===== config.mk =====
export PLATFORM = sky130hd
export DESIGN_NAME = mem_port_arbiter
export DESIGN_NICKNAME = d
export VERILOG_FILES = /design/src/rtl/mem_arb_pkg.sv /design/src/rtl/store_lane_gen.sv /design/src/rtl/mem_port_arbiter.sv
export SDC_FILE = /design/constraint.sdc
export NUM_CORES = 1
export LEC_CHECK = 0
export CAP_MARGIN = 10
export CORE_AREA = 2 2 135 137
export CTS_BUF_LIST = sky130_fd_sc_hd__clkbuf_8
export CTS_CLUSTER_DIAMETER = 120
export CTS_CLUSTER_SIZE = 40
export DETAILED_ROUTE_END_ITERATION = 7
export DIE_AREA = 0 0 137 139
export PLACE_DENSITY = 0.78
export SLEW_MARGIN = 20
export SYNTH_ARGS = -nofsm -noshare
export SYNTH_HDL_FRONTEND = slang
export SYNTH_SLANG_ARGS = --single-unit

===== constraint.sdc =====
create_clock -name i_clk -period 2.1 [get_ports i_clk]
set_clock_uncertainty 0.05 [all_clocks]
set_input_delay 0.42 -clock i_clk [delete_from_list [all_inputs] [get_ports i_clk]]
set_output_delay 0.42 -clock i_clk [all_outputs]
set_load 0.02 [all_outputs]

===== src/rtl/mem_arb_pkg.sv =====
// Shared types for the MIPS150 memory-port arbiter.
//   state_e : arbiter FSM states
//   owner_e : which requester owns the outstanding transaction
//   SZ_*    : DM size codes, same 2-bit encoding as the decoder's MemWrite
package mem_arb_pkg;

  typedef enum logic [1:0] {
    ST_IDLE = 2'd0,
    ST_REQ  = 2'd1,
    ST_WAIT = 2'd2
  } state_e;

  typedef enum logic {
    OWN_IF = 1'b0,
    OWN_DM = 1'b1
  } owner_e;

  localparam logic [1:0] SZ_LOAD = 2'b00;
  localparam logic [1:0] SZ_BYTE = 2'b01;
  localparam logic [1:0] SZ_HALF = 2'b10;
  localparam logic [1:0] SZ_WORD = 2'b11;

endpackage


===== src/rtl/store_lane_gen.sv =====
// Combinational big-endian store lane generator.
//   i_size    : SZ_LOAD / SZ_BYTE / SZ_HALF / SZ_WORD
//   i_addr_lo : byte offset addr[1:0]
//   i_wdata   : right-justified store data
//   o_we      : byte enables, o_we[3] covers bits 31:24 (byte offset 0)
//   o_wdata   : store data replicated across all lanes
//   o_misalign: halfword/word store not naturally aligned (o_we forced to 0)
module store_lane_gen
  import mem_arb_pkg::*;
(
  input  logic [1:0]  i_size,
  input  logic [1:0]  i_addr_lo,
  input  logic [31:0] i_wdata,
  output logic [3:0]  o_we,
  output logic [31:0] o_wdata,
  output logic        o_misalign
);

  always_comb begin
    o_we       = 4'b0000;
    o_wdata    = i_wdata;
    o_misalign = 1'b0;
    case (i_size)
      SZ_BYTE: begin
        o_we    = 4'b1000 >> i_addr_lo;
        o_wdata = {4{i_wdata[7:0]}};
      end
      SZ_HALF: begin
        o_wdata    = {2{i_wdata[15:0]}};
        o_misalign = i_addr_lo[0];
        if (!i_addr_lo[0]) begin
          o_we = i_addr_lo[1] ? 4'b0011 : 4'b1100;
        end
      end
      SZ_WORD: begin
        o_misalign = (i_addr_lo != 2'b00);
        if (i_addr_lo == 2'b00) begin
          o_we = 4'b1111;
        end
      end
      default: begin
        o_we = 4'b0000;
      end
    endcase
  end

endmodule


===== src/rtl/mem_port_arbiter.sv =====
// Shared memory-port arbiter between instruction fetch (IF) and data memory (DM).
// One outstanding transaction at a time; DM has priority, but IF is forced through
// after STARVE_LIMIT consecutive DM grants while it waits (0 = strict DM priority).
//
// Ports:
//   i_clk, i_rst                  clock, synchronous active-high reset
//   i_if_req/i_if_addr            fetch request, held until o_if_gnt
//   o_if_gnt/o_if_rvalid/o_if_rdata  grant pulse, data-valid pulse, fetched word
//   i_dm_req/i_dm_addr/i_dm_size/i_dm_wdata  data request (size 00 ld,01 sb,10 sh,11 sw)
//   o_dm_gnt/o_dm_rvalid/o_dm_rdata/o_dm_err completion; err flags misaligned store
//   o_mem_req/o_mem_addr/o_mem_we/o_mem_wdata  request to memory, word-aligned
//   i_mem_ready/i_mem_rvalid/i_mem_rdata       memory accept / response
//
// Optional: define MEM_ARB_PERF_EN to add o_perf_conflict and o_perf_if_wait counters.
module mem_port_arbiter
  import mem_arb_pkg::*;
#(
  parameter int unsigned STARVE_LIMIT = 4,
  parameter int unsigned ADDR_W       = 32
) (
  input  logic              i_clk,
  input  logic              i_rst,
  input  logic              i_if_req,
  input  logic [ADDR_W-1:0] i_if_addr,
  output logic              o_if_gnt,
  output logic              o_if_rvalid,
  output logic [31:0]       o_if_rdata,
  input  logic              i_dm_req,
  input  logic [ADDR_W-1:0] i_dm_addr,
  input  logic [1:0]        i_dm_size,
  input  logic [31:0]       i_dm_wdata,
  output logic              o_dm_gnt,
  output logic              o_dm_rvalid,
  output logic [31:0]       o_dm_rdata,
  output logic              o_dm_err,
`ifdef MEM_ARB_PERF_EN
  output logic [31:0]       o_perf_conflict,
  output logic [31:0]       o_perf_if_wait,
`endif
  output logic              o_mem_req,
  output logic [ADDR_W-1:0] o_mem_addr,
  output logic [3:0]        o_mem_we,
  output logic [31:0]       o_mem_wdata,
  input  logic              i_mem_ready,
  input  logic              i_mem_rvalid,
  input  logic [31:0]       i_mem_rdata
);

  state_e            r_state;
  owner_e            r_owner;
  logic [31:0]       r_starve_cnt;
  logic              r_misalign;
  logic              r_mem_req;
  logic [ADDR_W-1:0] r_mem_addr;
  logic [3:0]        r_mem_we;
  logic [31:0]       r_mem_wdata;
  logic              r_if_rvalid;
  logic [31:0]       r_if_rdata;
  logic              r_dm_rvalid;
  logic [31:0]       r_dm_rdata;
  logic              r_dm_err;

  logic [3:0]        w_lane_we;
  logic [31:0]       w_lane_wdata;
  logic              w_lane_misalign;
  logic              w_if_win;
  logic              w_idle;
  logic              w_if_gnt;
  logic              w_dm_gnt;
  logic [1:0]        w_unused_if_addr_lo;

  // Fetches are always word-aligned; the byte offset is deliberately dropped.
  assign w_unused_if_addr_lo = i_if_addr[1:0];

  store_lane_gen u_store_lane_gen (
    .i_size     (i_dm_size),
    .i_addr_lo  (i_dm_addr[1:0]),
    .i_wdata    (i_dm_wdata),
    .o_we       (w_lane_we),
    .o_wdata    (w_lane_wdata),
    .o_misalign (w_lane_misalign)
  );

  always_comb begin
    w_if_win = 1'b0;
    if (i_if_req) begin
      if (!i_dm_req) begin
        w_if_win = 1'b1;
      end else if ((STARVE_LIMIT != 0) && (r_starve_cnt >= STARVE_LIMIT)) begin
        w_if_win = 1'b1;
      end
    end
  end

  // Grants are combinational so the requester sees them in the request cycle;
  // masked during reset because the FSM will not latch anything that cycle.
  assign w_idle   = (r_state == ST_IDLE) && !i_rst;
  assign w_if_gnt = w_idle && w_if_win;
  assign w_dm_gnt = w_idle && i_dm_req && !w_if_win;

  always_ff @(posedge i_clk) begin
    if (i_rst) begin
      r_state      <= ST_IDLE;
      r_owner      <= OWN_IF;
      r_starve_cnt <= '0;
      r_misalign   <= 1'b0;
      r_mem_req    <= 1'b0;
      r_mem_addr   <= '0;
      r_mem_we     <= 4'b0000;
      r_mem_wdata  <= '0;
      r_if_rvalid  <= 1'b0;
      r_if_rdata   <= '0;
      r_dm_rvalid  <= 1'b0;
      r_dm_rdata   <= '0;
      r_dm_err     <= 1'b0;
    end else begin
      r_if_rvalid <= 1'b0;
      r_dm_rvalid <= 1'b0;
      r_dm_err    <= 1'b0;
      case (r_state)
        ST_IDLE: begin
          if (w_if_gnt) begin
            r_owner      <= OWN_IF;
            r_mem_addr   <= {i_if_addr[ADDR_W-1:2], 2'b00};
            r_mem_we     <= 4'b0000;
            r_mem_wdata  <= '0;
            r_misalign   <= 1'b0;
            r_mem_req    <= 1'b1;
            r_starve_cnt <= '0;
            r_state      <= ST_REQ;
          end else if (w_dm_gnt) begin
            r_owner     <= OWN_DM;
            r_mem_addr  <= {i_dm_addr[ADDR_W-1:2], 2'b00};
            r_mem_we    <= w_lane_we;
            r_mem_wdata <= w_lane_wdata;
            r_misalign  <= w_lane_misalign;
            r_mem_req   <= 1'b1;
            r_state     <= ST_REQ;
            if (!i_if_req) begin
              r_starve_cnt <= '0;
            end else if (r_starve_cnt < STARVE_LIMIT) begin
              r_starve_cnt <= r_starve_cnt + 32'd1;
            end
          end else if (!i_if_req) begin
            r_starve_cnt <= '0;
          end
        end
        ST_REQ: begin
          if (i_mem_ready) begin
            r_mem_req <= 1'b0;
            r_state   <= ST_WAIT;
          end
        end
        ST_WAIT: begin
          if (i_mem_rvalid) begin
            if (r_owner == OWN_IF) begin
              r_if_rdata  <= i_mem_rdata;
              r_if_rvalid <= 1'b1;
            end else begin
              r_dm_rdata  <= i_mem_rdata;
              r_dm_rvalid <= 1'b1;
              r_dm_err    <= r_misalign;
            end
            r_state <= ST_IDLE;
          end
        end
        default: begin
          r_state <= ST_IDLE;
        end
      endcase
    end
  end

`ifdef MEM_ARB_PERF_EN
  logic [31:0] r_perf_conflict;
  logic [31:0] r_perf_if_wait;

  always_ff @(posedge i_clk) begin
    if (i_rst) begin
      r_perf_conflict <= '0;
      r_perf_if_wait  <= '0;
    end else begin
      if ((r_state == ST_IDLE) && i_if_req && i_dm_req) begin
        r_perf_conflict <= r_perf_conflict + 32'd1;
      end
      if (i_if_req && !w_if_gnt) begin
        r_perf_if_wait <= r_perf_if_wait + 32'd1;
      end
    end
  end

  assign o_perf_conflict = r_perf_conflict;
  assign o_perf_if_wait  = r_perf_if_wait;
`endif

  assign o_if_gnt    = w_if_gnt;
  assign o_dm_gnt    = w_dm_gnt;
  assign o_if_rvalid = r_if_rvalid;
  assign o_if_rdata  = r_if_rdata;
  assign o_dm_rvalid = r_dm_rvalid;
  assign o_dm_rdata  = r_dm_rdata;
  assign o_dm_err    = r_dm_err;
  assign o_mem_req   = r_mem_req;
  assign o_mem_addr  = r_mem_addr;
  assign o_mem_we    = r_mem_we;
  assign o_mem_wdata = r_mem_wdata;

endmodule


==> flow_summary.toml, run 1 <==
[sta]
setup_slack_ns = -0.370
slew_headroom_pct = 49.8
hold_violations = 0
fin_hold_ws_ns = 0.267
fin_tns_setup_ns = -2.10
max_clock_freq_mhz = 405
min_period_ns = 2.47
drv_slew = 0
fin_crit_sh_pct = 118
finalSetupViolCount = 32
worst_pin_slew_ns = 0.754
rsz0062_at_grt = "true"

[critical_path]
rr_endpoint = "o_mem_addr[25]"
critical_path.startpoint_type = "flop"
path_common_cell = "buf_6"
rr_worst_depth = 9
cpPeakStageDelay_ns = 0.33
worstPathRequired_ns = 1.63
r2r_slack_ns = -0.08
crit_type = "reg -> out"
critPathSlowestCell = "dfxtp_2"
cp_max_fo = 2
critical_path_arrival_ns = 2.00
cp-end-kind = "output port"
reg2reg_from = "r_starve_cnt[3]"
crit_chain = "nor4_2, buf_4, nand4_1, o31ai_4, buf_6, nand2_4, inv_2, buf_6"

[logic_synthesis]
syn_area_mm2 = 0.00708
ys_warn_count = 0
synth_simple_gate_area_share_pct = 24.9
synth_edf_count = 0
postSynthCellCount = 849
yosysSeqAreaShare_pct = 48.1
ys_top_cells_by_count = "nand2_1 (181), dfxtp_1 (170), a21oi_1 (75), nor2_1 (66), nand2b_1 (61)"
synth-seq-cells = 170
synth_top_flop_cell = "dfxtp_1"
synth.area.top_cells = "dfxtp_1 (48%), nand2_1 (9.6%), nand2b_1 (5.4%)"
synth_xor_area_share_pct = 2.60
synth_cell_types = 44
muxShareOfSynthArea_pct = 4.24
yosysMostFrequentCell = "nand2_1"
synth-adder-area-share_pct = 1.06
yosysTopAreaCell = "dfxtp_1"
synth_top_family_by_area = "simple AND/OR/NAND/NOR gates"
synth_compound_area_share_pct = 15.0
async_flop_share_pct = 0
synth_area_per_cell_um2 = 8.34
yosysTopAreaCellShare_pct = 48.1

[min_path]
hold-path-endpoint = "r_starve_cnt[0]"
min_from = "i_rst"
hp-class = "in -> reg"
whs_path_depth = 3

[placement]
dpl.hpwl_um = 15500
place_ws_ns = -0.846
portBuffers = 269
place_area_mm2 = 0.0105
place_inst = 1367
place_congestion = 0.837

[cts]
clk_pin_slew_worst_paths_ns = 0.09
h-tree-depth = 4
cts_hold_buf = 0
worstSkewPairLatency_ns = 0.45
cts-root-buf = "clkbuf_8"
clock_sinks = 170
cts_made_buffers = 17
clk_path_buf_depth = 2
cts_tree = "yes"

[grt]
antenna_found_initial = 1
globalRouteOverflowTotal = 0
grt_max_degree = 72
grt_pass1_wl_um = 33800
grt_pass1_vias = 6728
grt_use_total_pct = 22.0

[finish]
fin_area_mm2 = 0.0111
register_area_mm2 = 0.00341
syn2layout_area_growth_pct = 56.7
multi_input_comb_area_mm2 = 0.00351
layout-drive-gt1-share_pct = 12.5
diodes = 0
final_util_pct = 62.8
instances_no_fill = 1405
fill_cells = 1524
layout.nets = 1305

[routing]
final_antenna_net_count = 0
drc_errors = 0
drt-total-wl_um = 22200
drtIter0Drc = 435
drt-pass1-iter-count = 5
wl_per_cell_um = 15.8
viasPerCell = 5.08
dr_total_vias = 7139

[die]
dieArea_mm2 = 0.0190
start_util_pct = 40.1
io_pins = 274
die_w_um = 137
rows = 49
core_mm2 = 0.0177
fp.dieH_um = 139

[flow_run]
drv_cap = 0

[outcome]
status = "finished with violations"
violations = "setup timing"

[power_and_ir_drop]
max-vdd-ir-drop_mv = 0.390
power_density_mw_per_mm2 = 649
power_mw = 7.19
p_leak_nw = 4.26
## cell usage in the layout, fill, tap and decap left out, drive strengths merged, types with 18 or more instances in the layout
cell type,n
buf,83
clkbuf,19
nand3,20
nor2,66
dfxtp,170
inv,18
o21ai,31
a21oi,75
a22oi,47
mux2i,30
nand2,182
nand2b,61
clkdlybuf4s50,266
## logic make-up (layout without fill, tap and decap cells)
group                    after synthesis  count (layout)
AO/OA/AOI/OAI                        174             174
adder cells (fa/ha/maj)                6               6
flip-flops                           170             170
XOR/XNOR                              21              21
multiplexers                          30              30
AND/OR/NAND/NOR                      380             380
buffers and inverters                 67             393
other                                  1               2
## worst max-delay path by stage
stage	depth (start not counted)	startpoint	end
floorplan	6	r_starve_cnt[17]	o_if_gnt
global placement	7	i_dm_req	o_dm_gnt
detailed placement	7	i_dm_req	o_dm_gnt
CTS	8	r_starve_cnt[3]	o_dm_gnt
global route	8	r_starve_cnt[3]	o_dm_gnt
finish	8	r_starve_cnt[3]	o_dm_gnt
## flip-flops by register name, indices dropped and copies added, names as in the netlist
signal	flops
o_if_rdata	32
o_dm_rdata	32
r_state	2
o_mem_req	1
r_starve_cnt	32
o_mem_we	4
o_dm_err	1
r_misalign	1
o_mem_wdata	32
r_owner	1
o_if_rvalid	1
o_dm_rvalid	1
o_mem_addr	30
## power by group
| part | switching (mW) | internal, mW |
|---|---|---|
| Combinational | 0.672 | 0.726 |
| Clock | 1.34 | 0.991 |
| Sequential | 0.0904 | 3.38 |
## critical path, delay by kind of cell (launching register included)
family,cells,cell delay (ns)
and+or+nand+nor,3,0.49
AOI/OAI and AO/OA,1,0.26
DFF,1,0.33
buffers and inverters,4,0.47
## repair_timing
action,in CTS,in global routing
gates resized for setup,19,19
cloned,0,3
buffers inserted,1,2
pin swaps,3,2
setup endpoints to repair,68,64
## metal layers
metal	GRT usage [%]	wire length [µm]	vias to the layer above
li1	-	-	3507
met1	26.5	8960	3303
met2	36.4	10600	296
met3	7.97	2260	31
met4	7.16	397	2
met5	0	14	-
## final cells by class
type	instances	share of cell area, %
timing repair buffer	351	31.1
clock buffer	17	2.11
multi-input combinational	613	31.7
clock inverter	15	1.47
sequential	170	30.7
inverter	10	0.339
tap	229	2.58
Note: power is estimated with default switching activity, not from simulation.
==> run 2, diff against run 1 <==
Settings changed: CORE_AREA 2 2 135 137 to 2 2 124 126, DIE_AREA 0 0 137 139 to 0 0 126 128, PLACE_DENSITY 0.78 to 0.87.
Clock period 2.1 ns to 2.9 ns, I/O delays scaled along.
==> run 2 against run 1 <==
Compared with the run above:
- the run now ends clean
- first-iteration DRC count grew 25%
- cell area fell by 6.2%
- sequential power down 28%
- worst setup slack better by 0.52 ns
- final cell count shrank 6.8%
- total power decreased by 28%
- flip-flop and latch count did not move
- sequential share of layout area up 2.0 points
- non-clock buffer count shrank 55
- clock-buffer cell count unchanged
==> flow_summary.toml, run 2 (synthesis gave the netlist of run 1 again) <==
[routing]
viasPerCell = 5.36
dr_total_vias = 7022
final_antenna_net_count = 0
drc_errors = 0
drt-pass1-iter-count = 7
drt-total-wl_um = 21600
wl_per_cell_um = 16.5
drtIter0Drc = 544

[finish]
diodes = 0
layout_commonest_cell = "clkdlybuf4s50_1"
mostFrequentLayoutCells = "clkdlybuf4s50_1 (265), nand2_1 (181), dfxtp_1 (170)"
fin_area_mm2 = 0.0104
layout.nets = 1250
layout-drive-gt1-share_pct = 6.87
syn2layout_area_growth_pct = 46.9

[sta]
drv_slew = 0
setup_slack_ns = 0.154
fin_tns_setup_ns = 0
fin_crit_sh_pct = 94.7
max_clock_freq_mhz = 364
min_period_ns = 2.75
finalSetupViolCount = 0
slew_headroom_pct = 32.1
rsz0062_at_grt = "false"
worst_pin_slew_ns = 1.02
hold_violations = 0

[power_and_ir_drop]
power_mw = 5.16
max-vdd-ir-drop_mv = 0.386
p_leak_nw = 3.92
power_density_mw_per_mm2 = 496

[placement]
portBuffers = 269
place_area_mm2 = 0.00999
place_congestion = 0.837
place_ws_ns = -0.411
dpl.hpwl_um = 15100

[die]
io_pins = 274
die_w_um = 126
core_mm2 = 0.0149
fp.dieH_um = 128
start_util_pct = 47.6
rows = 45
dieArea_mm2 = 0.0161

[grt]
grt_use_total_pct = 25.9
grt_pass1_wl_um = 33600
grt_pass1_vias = 6547
globalRouteOverflowTotal = 0
antenna_found_initial = 0
grt_max_degree = 76

[critical_path]
worstPathRequired_ns = 2.27
critPathSlowestCell = "dfxtp_1"
cp_max_fo = 4
critical_path.startpoint_type = "flop"
critical_path_arrival_ns = 2.12
cp-end-kind = "output port"
cpPeakStageDelay_ns = 0.36
crit_type = "reg -> out"
crit_chain = "nor4_2, nand4_1, o31ai_4, buf_4, nor2_1, buf_2"

[cts]
cts_made_buffers = 17
cts_tree = "yes"
clk_pin_slew_worst_paths_ns = 0.09
cts-root-buf = "clkbuf_8"
h-tree-depth = 4
clk_path_buf_depth = 2
clock_sinks = 170
worstSkewPairLatency_ns = 0.47

[outcome]
status = "completed"

[flow_run]
drv_cap = 0

[min_path]
hp-class = "reg -> reg"
[run 2: worst paths after layout]
| check | start | end | slack, ns | cells past startpoint |
|---|---|---|---|---|
| setup reg to reg | r_starve_cnt[20] | o_mem_addr[13] | 0.41 | 6 |
| hold reg to reg | o_if_rdata[4] | o_if_rdata[4] | 0.41 | 2 |
| hold / removal | o_if_rdata[4] | o_if_rdata[4] | 0.41 | 2 |
| setup / recovery | r_starve_cnt[20] | o_if_gnt | 0.15 | 6 |
[run 2: power breakdown]
part / internal [mW] / switching [mW] / leakage [nW]
clock: 0.784 / 0.919 / 0.201
sequential: 2.45 / 0.0651 / 1.38
combinational: 0.483 / 0.468 / 2.34
total: 3.71 / 1.45 / 3.92
[run 2: layer usage]
metal	share of wire, %	up-vias	GRT usage, %
met5	0	-	0
met4	2.6	0	9.37
met3	7.5	45	7.43
met2	50	287	44.1
met1	40	3298	31.4
li1	-	3392	-
[run 2: layout make-up]
class | count | area (µm²)
Fill cell | 1130 | 4460
Multi-Input combinational cell | 613 | 3430
Sequential cell | 170 | 3400
Timing Repair Buffer | 296 | 2900
Tap cell | 188 | 235
Clock buffer | 17 | 234
Clock inverter | 15 | 165
Inverter | 10 | 37.5
[run 2: critical path: cells and delay by family, from the launching register on]
family | cells | cell delay (ns)
AO/OA/AOI/OAI | 1 | 0.35
buffers and inverters | 2 | 0.31
AND/OR/NAND/NOR | 3 | 0.62
flip-flops | 1 | 0.36
[run 2: metrics by stage]
step / utilization [%] / std cells / hold slack, ns
2_1_floorplan: - / 850 / 0.367
3_3_place_gp: 67.2 / 1276 / 0.382
3_5_place_dp: 67.2 / 1276 / 0.395
4_1_cts: 69.9 / 1309 / 0.408
5_1_grt: 70.0 / 1309 / 0.421
6_report: 70.0 / 1309 / 0.405
[run 2: what timing repair did]
item                       CTS  global route
resized for setup            7             4
setup buffers                1             0
hold buffers                 0             0
hold endpoints to repair     0             0
setup endpoints to repair    2             2
pin swaps                    2             1
